[src/rtl/cache_fill_pkg.sv]
`default_nettype none
// ============================================================================
// Module   : cache_fill_pkg
// Purpose  : Shared types and geometry helpers for the cache line-fill arbiter
// Revision : 1.0  initial release
// ============================================================================
package cache_fill_pkg;

  // Default geometry: two channels (I-cache, D-cache), 16-bit words, 8-word lines
  localparam int DEF_NUM_CH         = 2;
  localparam int DEF_ADDR_W         = 16;
  localparam int DEF_DATA_W         = 16;
  localparam int DEF_WORDS_PER_LINE = 8;

  // Fill controller states
  typedef enum logic [1:0] {
    IDLE  = 2'd0,
    ISSUE = 2'd1,
    DRAIN = 2'd2,
    DONE  = 2'd3
  } state_t;

  // Bytes per memory word
  function automatic int word_bytes(input int data_w);
    return data_w / 8;
  endfunction

  // Number of byte-offset bits covered by one cache line
  function automatic int line_off_w(input int words, input int data_w);
    return $clog2(words * (data_w / 8));
  endfunction

  // Width of the word index within a line
  function automatic int idx_w(input int words);
    return $clog2(words);
  endfunction

  localparam int WORD_BYTES = word_bytes(DEF_DATA_W);
  localparam int LINE_OFF_W = line_off_w(DEF_WORDS_PER_LINE, DEF_DATA_W);
  localparam int IDX_W      = idx_w(DEF_WORDS_PER_LINE);

endpackage
`default_nettype wire

[src/rtl/cache_fill_arbiter_if.sv]
`default_nettype none
// ============================================================================
// Module   : cache_fill_arbiter_if
// Purpose  : Cache-miss / memory / fill bundle for the line-fill arbiter.
//            master = caches + memory side, slave = the arbiter itself.
// Revision : 1.0  initial release
// ============================================================================
interface cache_fill_arbiter_if #(
  parameter int NUM_CH = 2,
  parameter int ADDR_W = 16,
  parameter int DATA_W = 16,
  parameter int IDX_W  = 3
);
  logic [NUM_CH-1:0]        miss_req;
  logic [NUM_CH*ADDR_W-1:0] miss_addr;
  logic                     mem_en;
  logic [ADDR_W-1:0]        mem_addr;
  logic [DATA_W-1:0]        mem_data_in;
  logic                     mem_data_valid;
  logic                     fill_we;
  logic [NUM_CH-1:0]        fill_ch;
  logic [IDX_W-1:0]         fill_word_idx;
  logic [DATA_W-1:0]        fill_data;
  logic [NUM_CH-1:0]        fill_done;
  logic                     busy;

  modport master (
    output miss_req, miss_addr, mem_data_in, mem_data_valid,
    input  mem_en, mem_addr, fill_we, fill_ch, fill_word_idx, fill_data,
           fill_done, busy
  );

  modport slave (
    input  miss_req, miss_addr, mem_data_in, mem_data_valid,
    output mem_en, mem_addr, fill_we, fill_ch, fill_word_idx, fill_data,
           fill_done, busy
  );
endinterface
`default_nettype wire

[src/rtl/rr_arbiter.sv]
`default_nettype none
// ============================================================================
// Module   : rr_arbiter
// Purpose  : Round-robin arbiter; grants the first requester at or after the
//            pointer, pointer moves past the winner when advance is asserted.
// Revision : 1.0  initial release
// ============================================================================
module rr_arbiter #(
  parameter  int N    = 2,
  localparam int c_iw = (N > 1) ? $clog2(N) : 1
) (
  input  wire logic            clk,
  input  wire logic            rst,
  input  wire logic [N-1:0]    i_req,
  input  wire logic            i_adv,
  output logic      [N-1:0]    o_gnt,
  output logic      [c_iw-1:0] o_gnt_idx
);

  logic [c_iw-1:0] r_ptr;

  // Scan requesters circularly starting at the pointer; first hit wins
  always_comb begin
    int  w_idx;
    logic w_found;
    o_gnt     = '0;
    o_gnt_idx = '0;
    w_found   = 1'b0;
    w_idx     = 0;
    for (int k = 0; k < N; k++) begin
      w_idx = int'(r_ptr) + k;
      if (w_idx >= N) w_idx = w_idx - N;
      if (!w_found && 1'(i_req >> w_idx)) begin
        w_found   = 1'b1;
        o_gnt     = N'(1) << w_idx;
        o_gnt_idx = c_iw'(w_idx);
      end
    end
  end

  // Pointer moves to the channel after the winner so it gets lowest priority
  always_ff @(posedge clk) begin
    if (rst) begin
      r_ptr <= '0;
    end else if (i_adv && (|i_req)) begin
      r_ptr <= (int'(o_gnt_idx) == N - 1) ? '0 : o_gnt_idx + c_iw'(1);
    end
  end

endmodule
`default_nettype wire

[src/rtl/cache_fill_arbiter.sv]
`default_nettype none
// ============================================================================
// Module   : cache_fill_arbiter
// Purpose  : Line-fill controller shared by several cache miss channels.
//            Grants one miss round-robin, issues one word read per cycle for
//            the whole line, streams returns into the owning cache and pulses
//            that channel's fill_done when the line is complete.
// Revision : 1.0  initial release
// ============================================================================
module cache_fill_arbiter
  import cache_fill_pkg::*;
#(
  parameter int NUM_CH         = DEF_NUM_CH,
  parameter int ADDR_W         = DEF_ADDR_W,
  parameter int DATA_W         = DEF_DATA_W,
  parameter int WORDS_PER_LINE = DEF_WORDS_PER_LINE
) (
  input wire logic           clk,
  input wire logic           rst,
  cache_fill_arbiter_if.slave bus
);

  localparam int c_word_bytes = word_bytes(DATA_W);
  localparam int c_line_off_w = line_off_w(WORDS_PER_LINE, DATA_W);
  localparam int c_idx_w      = idx_w(WORDS_PER_LINE);
  localparam int c_ch_w       = (NUM_CH > 1) ? $clog2(NUM_CH) : 1;
  localparam logic [c_idx_w-1:0] c_last      = c_idx_w'(WORDS_PER_LINE - 1);
  localparam logic [ADDR_W-1:0]  c_line_mask = {ADDR_W{1'b1}} << c_line_off_w;

  state_t              r_state;
  state_t              w_state_nxt;
  logic [NUM_CH-1:0]   r_owner;
  logic [ADDR_W-1:0]   r_base;
  logic [c_idx_w-1:0]  r_issue_cnt;
  logic [c_idx_w-1:0]  r_ret_cnt;
  logic [NUM_CH-1:0]   w_gnt;
  logic [c_ch_w-1:0]   w_gnt_idx;
  logic [ADDR_W-1:0]   w_req_addr;
  logic                w_adv;
  logic                w_fill_we;
  logic                w_ret_last;
  logic                w_issue_last;

  rr_arbiter #(.N(NUM_CH)) u_arb (
    .clk       (clk),
    .rst       (rst),
    .i_req     (bus.miss_req),
    .i_adv     (w_adv),
    .o_gnt     (w_gnt),
    .o_gnt_idx (w_gnt_idx)
  );

  // Address of the granted channel, picked out of the packed request bus
  assign w_req_addr = ADDR_W'(bus.miss_addr >> (int'(w_gnt_idx) * ADDR_W));

  // Returns are only accepted while a fill owns the memory port
  assign w_fill_we    = bus.mem_data_valid && ((r_state == ISSUE) || (r_state == DRAIN));
  assign w_ret_last   = w_fill_we && (r_ret_cnt == c_last);
  assign w_issue_last = (r_state == ISSUE) && (r_issue_cnt == c_last);

  // Next-state decode and all outputs, derived from the current state
  always_comb begin
    w_state_nxt        = r_state;
    w_adv              = 1'b0;
    bus.mem_en         = 1'b0;
    bus.mem_addr       = '0;
    bus.fill_we        = w_fill_we;
    bus.fill_word_idx  = w_fill_we ? r_ret_cnt : '0;
    bus.fill_data      = w_fill_we ? bus.mem_data_in : '0;
    bus.fill_ch        = (r_state != IDLE) ? r_owner : '0;
    bus.fill_done      = (r_state == DONE) ? r_owner : '0;
    bus.busy           = (r_state != IDLE);
    case (r_state)
      IDLE: begin
        if (|bus.miss_req) begin
          w_state_nxt = ISSUE;
          w_adv       = 1'b1;
        end
      end
      ISSUE: begin
        bus.mem_en   = 1'b1;
        // base has the line offset cleared, so this add never leaves the line
        bus.mem_addr = r_base + ADDR_W'(r_issue_cnt) * ADDR_W'(c_word_bytes);
        if (w_issue_last) w_state_nxt = w_ret_last ? DONE : DRAIN;
      end
      DRAIN: begin
        if (w_ret_last) w_state_nxt = DONE;
      end
      DONE: begin
        w_state_nxt = IDLE;
      end
      default: begin
        w_state_nxt = IDLE;
      end
    endcase
  end

  // State, owner/base capture at grant, issue and return counters
  always_ff @(posedge clk) begin
    if (rst) begin
      r_state     <= IDLE;
      r_owner     <= '0;
      r_base      <= '0;
      r_issue_cnt <= '0;
      r_ret_cnt   <= '0;
    end else begin
      r_state <= w_state_nxt;
      if (w_adv) begin
        r_owner     <= w_gnt;
        r_base      <= w_req_addr & c_line_mask;
        r_issue_cnt <= '0;
        r_ret_cnt   <= '0;
      end else begin
        if (r_state == ISSUE) r_issue_cnt <= r_issue_cnt + c_idx_w'(1);
        if (w_fill_we)        r_ret_cnt   <= r_ret_cnt + c_idx_w'(1);
      end
    end
  end

endmodule
`default_nettype wire
[src/flat_wrapper.sv]
// flat-port wrapper written by rule: the top's interface ports become plain ports
module cache_fill_arbiter_flat import cache_fill_pkg::*;
#(
  parameter int NUM_CH         = DEF_NUM_CH,
  parameter int ADDR_W         = DEF_ADDR_W,
  parameter int DATA_W         = DEF_DATA_W,
  parameter int WORDS_PER_LINE = DEF_WORDS_PER_LINE
)
  (clk, rst, bus_miss_req, bus_miss_addr, bus_mem_data_in, bus_mem_data_valid, bus_mem_en, bus_mem_addr, bus_fill_we, bus_fill_ch, bus_fill_word_idx, bus_fill_data, bus_fill_done, bus_busy);
  cache_fill_arbiter_if #(.NUM_CH(NUM_CH), .ADDR_W(ADDR_W), .DATA_W(DATA_W)) bus_i ();
  input wire logic clk;
  input wire logic rst;
  input wire logic [$bits(bus_i.miss_req)-1:0] bus_miss_req;
  input wire logic [$bits(bus_i.miss_addr)-1:0] bus_miss_addr;
  input wire logic [$bits(bus_i.mem_data_in)-1:0] bus_mem_data_in;
  input wire logic [$bits(bus_i.mem_data_valid)-1:0] bus_mem_data_valid;
  output wire logic [$bits(bus_i.mem_en)-1:0] bus_mem_en;
  output wire logic [$bits(bus_i.mem_addr)-1:0] bus_mem_addr;
  output wire logic [$bits(bus_i.fill_we)-1:0] bus_fill_we;
  output wire logic [$bits(bus_i.fill_ch)-1:0] bus_fill_ch;
  output wire logic [$bits(bus_i.fill_word_idx)-1:0] bus_fill_word_idx;
  output wire logic [$bits(bus_i.fill_data)-1:0] bus_fill_data;
  output wire logic [$bits(bus_i.fill_done)-1:0] bus_fill_done;
  output wire logic [$bits(bus_i.busy)-1:0] bus_busy;
  assign bus_i.miss_req = bus_miss_req;
  assign bus_i.miss_addr = bus_miss_addr;
  assign bus_i.mem_data_in = bus_mem_data_in;
  assign bus_i.mem_data_valid = bus_mem_data_valid;
  assign bus_mem_en = bus_i.mem_en;
  assign bus_mem_addr = bus_i.mem_addr;
  assign bus_fill_we = bus_i.fill_we;
  assign bus_fill_ch = bus_i.fill_ch;
  assign bus_fill_word_idx = bus_i.fill_word_idx;
  assign bus_fill_data = bus_i.fill_data;
  assign bus_fill_done = bus_i.fill_done;
  assign bus_busy = bus_i.busy;
  cache_fill_arbiter #(.NUM_CH(NUM_CH), .ADDR_W(ADDR_W), .DATA_W(DATA_W), .WORDS_PER_LINE(WORDS_PER_LINE)) u_core (.clk(clk), .rst(rst), .bus(bus_i));
endmodule
[config.mk]
export PLATFORM = sky130hd
export DESIGN_NAME = cache_fill_arbiter_flat
export DESIGN_NICKNAME = d
export VERILOG_FILES = /design/src/rtl/cache_fill_pkg.sv /design/src/rtl/cache_fill_arbiter_if.sv /design/src/rtl/rr_arbiter.sv /design/src/rtl/cache_fill_arbiter.sv /design/src/flat_wrapper.sv
export SDC_FILE = /design/constraint.sdc
export NUM_CORES = 1
export LEC_CHECK = 0
export BUFFER_PORTS_ARGS = -buffer_cell sky130_fd_sc_hd__buf_4
export CORE_ASPECT_RATIO = 1.1
export CORE_MARGIN = 5
export CORE_UTILIZATION = 43
export DETAILED_ROUTE_END_ITERATION = 12
export GPL_TIMING_DRIVEN = 1
export PLACE_DENSITY = 0.95
export SETUP_SLACK_MARGIN = 0.15
export SLEW_MARGIN = 40
export SYNTH_ARGS = -nofsm -noshare
export SYNTH_HDL_FRONTEND = slang
export SYNTH_SLANG_ARGS = --single-unit
[constraint.sdc]
create_clock -name clk -period 2.5 [get_ports clk]
set_input_delay 0.375 -clock clk [delete_from_list [all_inputs] [get_ports clk]]
set_output_delay 0.375 -clock clk [all_outputs]
set_load 0.005 [all_outputs]
## Yosys cells after proc, flatten, opt, wreduce, memory -nomap -nowiden

Index checks and enable logic that the tools add are counted.

| word-level totals | value |
|---|---|
| bits in registers | 23 |
| output and inout bits | 42 |

| operators by class | value |
|---|---|
| add/subtract/negate cells | 7 |
| order comparisons | 2 |
| equal/unequal tests | 8 |
| shift operators | 5 |
| mux-type cells | 21 |
| reduce and logical (&&, ||, !) cells | 12 |

Operator list:

| cell | count |
|---|---|
| $mux W32 | 2 |
| $shl A1 B32 Y2 const A | 2 |
| $shr A2 B32 Y1 | 2 |
| $mux W16 | 2 |
| $shr A32 B5 Y16 | 1 |
| $add A16 B4 Y16 | 1 |
| $mux W2 | 7 |
| $mux W1 | 8 |
| $pmux W2 S4 | 1 |
| $add A3 B1 Y3 const B | 2 |
| $eq A3 B3 Y1 const B | 2 |
| $ne A2 B1 Y1 const B | 3 |
| $logic_and A1 B1 Y1 | 5 |
| $eq A2 B2 Y1 const B | 2 |
| $reduce_or A2 Y1 | 2 |
| $mux W3 | 1 |
| $reduce_and A3 Y1 | 1 |
| $sub A1 B2 Y3 const B | 1 |
| $sub A2 B2 Y3 const B | 1 |
| $add A1 B1 Y2 const B | 1 |
| $eq A2 B1 Y1 const B | 1 |
| $ge A1 B2 Y1 const B | 1 |
| $ge A2 B2 Y1 const B | 1 |
| $logic_not A2 Y1 | 1 |
| 4 further kinds | 4 |

## Longest topological paths before layout

| logic depth | value |
|---|---|
| depth in word-level cells | 9 |
| depth in mapped cells | 7 |
| depth with buffers taken out | 6 |

## Cells and area by module

Synthesis repeated with hierarchy kept, for this count alone.

| second synthesis, totals | value |
|---|---|
| cells, all modules | 162 |
| area, all modules | 1372.6 µm² |

Modules (own cells, without submodules):

| module | times used | cells each | area an instance (µm²) | seq. area each (µm²) |
|---|---|---|---|---|
| cache_fill_arbiter | 1 | 154 | 1300.0 | 440.4 |
| rr_arbiter | 1 | 8 | 72.6 | 20.0 |

## Worst setup path after synthesis

No wires, ideal clock.

| path | value |
|---|---|
| path kind | register to register |
| from | register u_core.r_state[0] |
| to | register u_core.r_state[0] |
| library setup time | 117 ps |
| arrival time | 1614 ps |
| data required time | 2383 ps |
| path slack | 768 ps |
| stages on the path, launching flop included | 7 |
| buffers on the path | 0 |
| clock period less this slack | 1732 ps |
| cell sequence | dfxtp_1 > inv_1 > ha_1 > nand3_1 > a222oi_1 > o21ai_1 > a32o_1 |

| between the ends | value |
|---|---|
| cells in the longest elaborated chain, start to end | 7 |
| elaborated cells on any way between the ends | 15 |

RTL lines:

| element | line | source |
|---|---|---|
| from (decl) | cache_fill_arbiter.sv:30 | `state_t r_state;` |
| from (signal assigned) | cache_fill_arbiter.sv:107 | `r_state <= w_state_nxt;` |
| $eq A2 B1 Y1 / $eq A2 B2 Y1 (equally long branches) | cache_fill_arbiter.sv:57, cache_fill_arbiter.sv:59, cache_fill_arbiter.sv:73 |  |
| $logic_or A1 B1 Y1 | cache_fill_arbiter.sv:57 | `assign w_fill_we = bus.mem_data_valid && ((r_state == ISSUE) \|\| (r_state == DRAIN));` |
| $logic_and A1 B1 Y1 | cache_fill_arbiter.sv:57 |  |
| $logic_and A1 B1 Y1 | cache_fill_arbiter.sv:58 | `assign w_ret_last = w_fill_we && (r_ret_cnt == c_last);` |
| $mux W1 | cache_fill_arbiter.sv:84 | `if (w_issue_last) w_state_nxt = w_ret_last ? DONE : DRAIN;` |
| $mux W2 | cache_fill_arbiter.sv:84 |  |
| $pmux W2 S4 | cache_fill_arbiter.sv:73 | `case (r_state)` |

Parallel ways exist; a longest one is shown, timed or not. The select of a mux whose other input is x is not followed.
A chain may end at the register's enable or synchronous reset.

## Worst setup path in the final report

| path | value |
|---|---|
| from | register u_core.r_state[0] |
| to | output bus_fill_we |

| between the ends | value |
|---|---|
| cells in the longest elaborated chain, start to end | 3 |
| elaborated cells on any way between the ends | 4 |

RTL lines:

| element | line | source |
|---|---|---|
| $eq A2 B1 Y1 / $eq A2 B2 Y1 (equally long branches) | cache_fill_arbiter.sv:57 |  |
| $logic_or A1 B1 Y1 * | cache_fill_arbiter.sv:57 |  |
| $logic_and A1 B1 Y1 * | cache_fill_arbiter.sv:57 |  |
| to (decl) | flat_wrapper.sv:19 | `output wire logic [$bits(bus_i.fill_we)-1:0] bus_fill_we;` |

Mark *: on every way between the ends. The rest lies on a longest branch, timed or not.

==> out/results.tsv <==
stage	metric	value	unit
status	status	complete, no violations	
grt	grt_pass1_vias	1346	
clock_tree	worstSkewPairLatency	0.30	ns
die	rows	21	
placement	place.gp.congestion	0.785	
power_and_ir_drop	powerDensity	791	nW/µm²
cells_and_area	insertedDiodeCount	0	
cells_and_area	layout_common_cells	buf_4 (87), dfxtp_1 (23), and3_1 (20)	
die	coreArea	3000	µm²
timing	layout_min_cycle_time	2.14	ns
yosys	ys_seq_area_share	35.1	%
grt	antenna_found_initial	0	
grt	grt_max_degree	22	
placement	dp_slack	0.600	ns
clock_tree	cts_tree	built	
power_and_ir_drop	switchingPower	0.620	mW
setup_path	crit_required	2.12	ns
clock_tree	root_buffer	clkbuf_4	
worst_hold_path	holdCritPathClass	in -> reg	
clock_tree	hold_buffers	0	
clock_tree	clk_pin_slew	0.13	ns
clock_tree	clockBufferDepth	2	
routing	num_vias	1374	
clock_tree	cts_resized	0	
clock_tree	cts_setup_buffers	0	
cells_and_area	fin_nets	300	
die	die_area	4260	µm²
timing	fin_ws	0.364	ns
yosys	ys_ff_latch	23	
die	ioPinCount	95	
yosys	syn_area_per_cell	8.20	µm²
cells_and_area	final_area	1980	µm²
die	die_h	67.9	µm
setup_path	crit_fanout	21	
setup_path	crit_type	reg -> out	
cells_and_area	fillers	265	
power_and_ir_drop	p_seq_share	33.3	%
routing	drt-pass1-iter-count	4	
power_and_ir_drop	peakVddDrop	0.521	mV
timing	maxSlewHeadroom	64.4	%
routing	routedWlPerCell	13.8	µm
routing	routed_wl	3750	µm
grt	grt_pass1_wl	6200	µm
timing	rsz0062_at_grt	no	
timing	setup_viol	0	
clock_tree	cts.htree.levels	1	
placement	port-buffer-count	85	
yosys	synth-edff-count	0	
cells_and_area	drive_above_1_share	39.1	%
timing	max_slew.worst_pin.slew	0.534	ns
run	drv_cap	0	
placement	dp_hpwl	2900	µm
cells_and_area	final_common_cell	buf_4	
die	die-width	62.7	µm
setup_path	rrSetupSlack	0.58	ns
routing	drc	0	
setup_path	critPathCaptureType	primary output	
cells_and_area	finalNonFillerCells	272	
yosys	yosys_warnings	0	
yosys	syn_inst	160	
cells_and_area	final_util	66.1	%
power_and_ir_drop	clock_power_share	10.7	%
power_and_ir_drop	internal_power	0.947	mW
power_and_ir_drop	p_comb_share	55.9	%
timing	final_hold_viol_count	0	
power_and_ir_drop	power.total	1.57	mW
grt	track_usage	17.7	%
die	start_util	43.8	%
yosys	netlist-cell-type-count	27	
grt	grt_overflow	0	
routing	avgViaCountPerCell	5.05	
timing	fin_crit_sh	85.4	%
power_and_ir_drop	leakage	1.09	nW
timing	max_freq	0.468	GHz
routing	initialDrtViolationCount	62	
routing	ant_nets	0	
clock_tree	cts_sinks	23	
yosys	ys_async_sr_fraction	0	%
clock_tree	numCtsBuffers	3	
placement	postPlaceCellArea	1950	µm²
timing	fin_hold_ws	0.246	ns
timing	slew_violations	0	
yosys	yosys_most_used_dff	dfxtp_1	
timing	skew	0.0134	ns
setup_path	critPathArrivalTime	1.76	ns
timing	setup-tns-final	0	ns
yosys	netlist_area	1310	µm²
placement	dp_cells	268	
setup_path	cp-start-kind	flop	
cells_and_area	syn_to_final_growth	50.8	%
power_and_ir_drop	switching_share	39.6	%
yosys	syn_nets	221	
[cells by family after synthesis]
family,after synthesis,share of synthesized area [%]
AO/OA/AOI/OAI,30,17.9
multiplexers,3,2.29
flip-flops,23,35.1
XOR/XNOR,2,1.33
adder cells (fa/ha/maj),8,7.63
other,1,0.286
AND/OR/NAND/NOR,74,29.5
buffers and inverters,19,6.01
[registers in the layout, summed over array words and instances, names as in the netlist]
name and count:
u_core.u_arb.r_ptr 1, u_core.r_ret_cnt 3, u_core.r_state 2, u_core.r_base 12
u_core.r_issue_cnt 3, u_core.r_owner 2
[critical path: stages, from the launching register on]
cell	delay, ns
dfxtp_1	0.42
inv_1	0.11
ha_1	0.32
buf_4	0.21
nand2_1	0.13
inv_1	0.15
buf_4	0.14
[synthesized netlist by cell type, drive strengths merged, types with 4 or more instances]
master / number / area share, %
a22oi: 10 / 5.7
o21ai: 4 / 1.8
nor2: 12 / 3.4
clkbuf: 9 / 2.6
and2: 18 / 8.6
inv: 6 / 1.7
buf: 4 / 1.7
nand2: 19 / 5.4
a32o: 6 / 4.6
ha: 8 / 7.6
dfxtp: 23 / 35
and3: 20 / 9.5
[power by group through the flow]
| stage | registers, mW | clock network, mW | logic (mW) |
|---|---|---|---|
| after floorplan | 0.515 | 0 | 0.524 |
| after global placement | 0.526 | 0 | 0.845 |
| after detailed placement | 0.531 | 0 | 0.871 |
| after CTS | 0.522 | 0.173 | 0.878 |
| after global routing | 0.536 | 0.191 | 0.979 |
| final | 0.522 | 0.168 | 0.876 |
[area by class of cell]
type                       count  area [µm²]  area share (%)
sequential                    23         460            23.3
timing repair buffer          87         653            33.0
clock buffer                   3        22.5            1.14
inverter                       6        22.5            1.14
clock inverter                 1        5.00           0.253
tap                           34        42.5            2.15
multi-input combinational    118         773            39.1
[layer usage]
layer | vias up | wire (µm) | part of all wire [%] | GRT usage (%)
li1 | 710 | - | - | -
met1 | 629 | 1490 | 40 | 19.8
met2 | 31 | 2040 | 54 | 34.2
met3 | 4 | 190 | 5.1 | 3.78
met4 | 0 | 40 | 1.1 | 4.24
met5 | - | 0 | 0 | 0
[path summary, 6_finish.rpt]
kind | depth (start not counted) | endpoint | from
setup / recovery | 6 | bus_fill_we | u_core.r_state[0]
hold / removal | 3 | u_core.r_base[11] | bus_miss_addr[11]
setup reg to reg | 5 | u_core.r_state[0] | u_core.r_state[0]
hold reg to reg | 2 | u_core.r_base[9] | u_core.r_base[9]
Note: power is estimated with default switching activity, not from simulation.
